**src/rtl/serial_mag_cmp_ctrl_pkg.sv**
```systemverilog
// Shared definitions for the serial magnitude comparator: FSM state encoding and chunk width.
package serial_mag_cmp_ctrl_pkg;

  localparam int CHUNK_W = 2;

  typedef enum logic [1:0] {
    ST_IDLE = 2'd0,
    ST_RUN  = 2'd1,
    ST_DONE = 2'd2
  } state_e;

endpackage

```
**src/rtl/serial_mag_cmp_ctrl_cmp2_slice.sv**
```systemverilog
// Combinational 2-bit unsigned comparator slice reused for every chunk of the serial compare.
module cmp2_slice
  import serial_mag_cmp_ctrl_pkg::*;
(
  input  logic [CHUNK_W-1:0] x,
  input  logic [CHUNK_W-1:0] y,
  output logic               gt2,
  output logic               eq2
);

  assign gt2 = (x > y);
  assign eq2 = (x == y);

endmodule

```
**src/rtl/serial_mag_cmp_ctrl.sv**
```systemverilog
// Serial WIDTH-bit unsigned magnitude comparator, 2 bits per cycle MSB first, valid/ready on both sides.
// Define SERIAL_CMP_EARLY_EXIT_EN to finish on the first differing chunk instead of scanning all chunks.
module serial_mag_cmp_ctrl
  import serial_mag_cmp_ctrl_pkg::*;
#(
  parameter int WIDTH = 8
) (
  input  logic             clk,
  input  logic             rst,
  input  logic             start_valid,
  output logic             start_ready,
  input  logic [WIDTH-1:0] a,
  input  logic [WIDTH-1:0] b,
  output logic             res_valid,
  input  logic             res_ready,
  output logic             gt,
  output logic             eq,
  output logic             lt,
  output logic             busy
);

  localparam int N  = WIDTH / CHUNK_W;
  localparam int CW = (N > 1) ? $clog2(N) : 1;

  state_e           state_q, state_d;
  logic [WIDTH-1:0] sa_q, sa_d;
  logic [WIDTH-1:0] sb_q, sb_d;
  logic [CW-1:0]    cnt_q, cnt_d;
  logic             gt_q, gt_d;
  logic             eq_q, eq_d;
  logic             lt_q, lt_d;
  logic             dec_q, dec_d;
  logic             slice_gt, slice_eq;

  cmp2_slice u_slice (
    .x   (sa_q[WIDTH-1 -: CHUNK_W]),
    .y   (sb_q[WIDTH-1 -: CHUNK_W]),
    .gt2 (slice_gt),
    .eq2 (slice_eq)
  );

  always_comb begin
    state_d = state_q;
    sa_d    = sa_q;
    sb_d    = sb_q;
    cnt_d   = cnt_q;
    gt_d    = gt_q;
    eq_d    = eq_q;
    lt_d    = lt_q;
    dec_d   = dec_q;
    case (state_q)
      ST_IDLE: begin
        if (start_valid) begin
          sa_d    = a;
          sb_d    = b;
          cnt_d   = CW'(N - 1);
          gt_d    = 1'b0;
          eq_d    = 1'b0;
          lt_d    = 1'b0;
          dec_d   = 1'b0;
          state_d = ST_RUN;
        end
      end
      ST_RUN: begin
        // Only the most significant differing chunk decides the result.
        if (!slice_eq && !dec_q) begin
          gt_d  = slice_gt;
          lt_d  = !slice_gt;
          dec_d = 1'b1;
        end
        sa_d = sa_q << CHUNK_W;
        sb_d = sb_q << CHUNK_W;
`ifdef SERIAL_CMP_EARLY_EXIT_EN
        if (!slice_eq || cnt_q == '0) state_d = ST_DONE;
        else                          cnt_d   = cnt_q - 1'b1;
`else
        if (cnt_q == '0) state_d = ST_DONE;
        else             cnt_d   = cnt_q - 1'b1;
`endif
        if (state_d == ST_DONE && !dec_d) eq_d = 1'b1;
      end
      ST_DONE: begin
        if (res_ready) state_d = ST_IDLE;
      end
      default: state_d = ST_IDLE;
    endcase
  end

  always_ff @(posedge clk or posedge rst) begin
    if (rst) begin
      state_q <= ST_IDLE;
      sa_q    <= '0;
      sb_q    <= '0;
      cnt_q   <= '0;
      gt_q    <= 1'b0;
      eq_q    <= 1'b0;
      lt_q    <= 1'b0;
      dec_q   <= 1'b0;
    end else begin
      state_q <= state_d;
      sa_q    <= sa_d;
      sb_q    <= sb_d;
      cnt_q   <= cnt_d;
      gt_q    <= gt_d;
      eq_q    <= eq_d;
      lt_q    <= lt_d;
      dec_q   <= dec_d;
    end
  end

  assign start_ready = (state_q == ST_IDLE);
  assign res_valid   = (state_q == ST_DONE);
  assign busy        = (state_q != ST_IDLE);
  assign gt          = gt_q;
  assign eq          = eq_q;
  assign lt          = lt_q;

endmodule

```
**config.mk**
```make
export PLATFORM = sky130hd
export DESIGN_NAME = serial_mag_cmp_ctrl
export DESIGN_NICKNAME = d
export VERILOG_FILES = /design/src/rtl/serial_mag_cmp_ctrl_pkg.sv /design/src/rtl/serial_mag_cmp_ctrl_cmp2_slice.sv /design/src/rtl/serial_mag_cmp_ctrl.sv
export SDC_FILE = /design/constraint.sdc
export NUM_CORES = 1
export LEC_CHECK = 0
export ABC_CLOCK_PERIOD_IN_PS = 1700
export CAP_MARGIN = 30
export CELL_PAD_IN_SITES_DETAIL_PLACEMENT = 1
export CELL_PAD_IN_SITES_GLOBAL_PLACEMENT = 2
export CORE_ASPECT_RATIO = 1.4
export CORE_MARGIN = 5
export CORE_UTILIZATION = 31
export DETAILED_ROUTE_END_ITERATION = 8
export GPL_TIMING_DRIVEN = 0
export PLACE_DENSITY = 0.78
export SLEW_MARGIN = 20
export SYNTH_ARGS = -nofsm -noshare
export SYNTH_HDL_FRONTEND = slang
export SYNTH_HIERARCHICAL = 1
export SYNTH_SLANG_ARGS = --single-unit
```
**constraint.sdc**
```tcl
create_clock -name clk -period 1.7 [get_ports clk]
set_input_delay 0.34 -clock clk [delete_from_list [all_inputs] [get_ports clk]]
set_output_delay 0.34 -clock clk [all_outputs]
set_load 0.005 [all_outputs]
```
==> flow_summary.json <==
{
  "clock-root-buffer": "clkbuf_8",
  "critPathLaunchType": "flip-flop",
  "synth.yosys.warnings": 6,
  "grt_pass1_vias": 1014,
  "io_pins": 26,
  "powerDensity_nw_per_um2": 1800,
  "clock_skew_ns": 0.00163,
  "design.die.area_um2": 5170,
  "numCtsBuffers": 3,
  "critPathCaptureType": "flip-flop",
  "dr_total_vias": 901,
  "part_of_the_cycle_the_worst_path_needs_pct": 92.1,
  "globalRoute.totalOverflow": 0,
  "worstHoldPathType": "in2async",
  "stdcell_area_um2": 1590,
  "syn_inst": 108,
  "tritoncts": "done",
  "hold_viol": 0,
  "yosysTopAreaCell": "dfrtp_1",
  "synth_enable_flop_cells": 0,
  "slew_headroom_pct": 65.5,
  "rr_startpoint": "sb_q[7]$_DFFE_PP0P_",
  "synthesis.area_per_instance_um2": 11.0,
  "clock_sink_count": 24,
  "criticalPathCategory": "reg2reg",
  "synth_seq_cells": 24,
  "worstPathRequired_ns": 1.86,
  "num_antenna_cells": 0,
  "rsz_0062_raised_after_global_routing": "false",
  "die_x_um": 62.2,
  "synth_area_leaders": "dfrtp_1 (51%), mux2i_1 (10%), a22o_1 (5.2%)",
  "grt_start_max_net_pins": 19,
  "dominantRegCellSynth": "dfrtp_1",
  "status": "complete, no violations",
  "wirelength_um": 2720,
  "design.final.nets": 164,
  "detailedRoute.firstPassIterationCount": 4,
  "grt.total_usage_pct": 10.9,
  "final_weighted_congestion_in_routability_driven_placement": 0.758,
  "fmax_mhz": 638,
  "worstSkewPairLatency_ns": 0.26,
  "max-vdd-ir-drop_mv": 0.795,
  "area_delta_synth_final_pct": 34.5,
  "ant_nets": 0,
  "routed_wire_length_per_instance_um": 15.0,
  "report.final.slew_viol_count": 0,
  "worst-r2r-cell-count": 6,
  "htree_levels": 1,
  "crit_path_from": "sb_q[7]$_DFFE_PP0P_",
  "coreArea_um2": 3680,
  "async_reset_ff_share_pct": 100,
  "period_needed_ns": 1.57,
  "max-clock-path-buffers": 2,
  "power.static_leakage_nw": 0.758,
  "synth_seq_area_share_pct": 50.7,
  "drv_cap": 0,
  "grt_pass1_wl_um": 4710,
  "unique_masters_post_synth": 26,
  "drt_iter0_markers": 23,
  "drive_above_1_share_pct": 16.4,
  "synth_area_um2": 1180,
  "arrival_ns": 1.72,
  "r2r_setup_slack_ns": 0.13,
  "fp.dieH_um": 83.1,
  "yosys.area.top_type_share_pct": 50.7,
  "yosysMostFrequentCell": "dfrtp_1",
  "worst-path-max-fanout": 4,
  "fp-row-count": 26,
  "io_buffers": 25,
  "routed_via_density": 4.95,
  "clkTransAtPathRegs_ns": 0.09,
  "setup-violations-final": 0,
  "grt_antenna_before_repair": 0,
  "slew_at_the_pin_closest_to_its_max_slew_limit_ns": 0.515,
  "filler_cell_count": 425,
  "hpwlAfterDp_um": 2010,
  "initial_cell_density_of_the_core_pct": 32.2,
  "placement.cell_area_um2": 1500,
  "detail_route.drc_violations": 0,
  "syn-num-nets": 131,
  "r2r_end": "lt$_DFFE_PP0P_",
  "postCtsHoldBufs": 0,
  "total_power_w": 0.00287,
  "leading_post_synthesis_cells_by_instance_count": "dfrtp_1 (24), nand2_1 (14), mux2i_1 (12), o21ai_1 (12), inv_1 (9)"
}
[metrics by stage]
step	utilization, %	cells	setup TNS, ns	hold WS [ns]	worst slack, ns
global placement	40.4	175	-0.156	0.470	-0.0785
floorplan	-	108	0	0.355	0.241
finish	43.3	182	0	0.315	0.134
global route	43.3	182	0	0.359	0.0233
CTS	43.3	182	0	0.325	0.0857
detailed placement	40.8	176	-0.296	0.486	-0.148
[how the worst max path moves through the flow]
stage	endpoint	slack, ns	depth (start not counted)
4_1_cts	lt$_DFFE_PP0P_	0.09	6
6_report	lt$_DFFE_PP0P_	0.13	6
3_5_place_dp	lt$_DFFE_PP0P_	-0.15	4
2_1_floorplan	gt$_DFFE_PP0P_	0.24	5
3_3_place_gp	lt$_DFFE_PP0P_	-0.08	4
5_1_grt	lt$_DFFE_PP0P_	0.02	6
[state kept, by name (all words and copies together), names as in the netlist]
register	flops
dec_q	1
gt	1
lt	1
eq	1
sa_q	8
cnt_q	2
state_q	2
sb_q	8
[power by group]
group	leakage (nW)	total (W)	switching [W]	internal, W
registers	0.301	0.000944	0.000133	0.000812
clock network	0.0288	0.000389	0.000182	0.000206
logic	0.428	0.00154	0.000749	0.000787
total	0.758	0.00287	0.00106	0.00180
[worst max-delay path: stages, from the launching register on]
cell and delay, ns:
dfrtp_1 0.36, inv_1 0.05, ha_1 0.30, and2_4 0.17, nor4b_4 0.27, nor2_1 0.11, a22o_1 0.20
[timing repair]
item	4_1_cts	5_1_grt
gates resized for setup	9	0
setup buffers	2	0
setup endpoints to repair	4	0
[cells by family (layout without fill, tap and decap cells)]
family | Yosys count | count (layout) | synth area share [%]
flip-flops | 24 | 24 | 50.7
buffers and inverters | 15 | 47 | 7.82
AND/OR/NAND/NOR | 26 | 26 | 11.9
AO/OA/AOI/OAI | 27 | 27 | 15.2
multiplexers | 13 | 13 | 11.1
adder cells (fa/ha/maj) | 3 | 3 | 3.17
[final cells by class]
| type | count | area (um2) | area share, % |
|---|---|---|---|
| plain buffers | 6 | 62.6 | 3.93 |
| clock buffers | 4 | 55.1 | 3.46 |
| inverters | 9 | 33.8 | 2.12 |
| multi-input cells | 69 | 509 | 32.0 |
| flip-flops and latches | 24 | 602 | 37.8 |
| well taps | 42 | 52.6 | 3.30 |
| repair buffers | 28 | 277 | 17.4 |
[cell usage in the layout, fill, tap and decap left out, types with 2 or more instances in the layout]
master           instances
dfrtp_1                 23
nand2b_1                 2
nor2_1                   3
clkdlybuf4s50_1         22
a22oi_1                  2
ha_1                     3
clkbuf_8                 4
nand2_1                 14
buf_4                    4
buf_6                    2
o21ai_1                 12
inv_1                    9
mux2i_1                 12
a21oi_1                  2
a22o_1                   7
dlygate4sd2_1            3
[routing by layer]
layer | GRT usage (%) | share of wire, %
met3 | 2.43 | 3.6
met1 | 13.9 | 42
met4 | 2.96 | 0.77
met5 | 0 | 0
met2 | 18.2 | 54
Note: power is estimated with default switching activity, not from simulation.
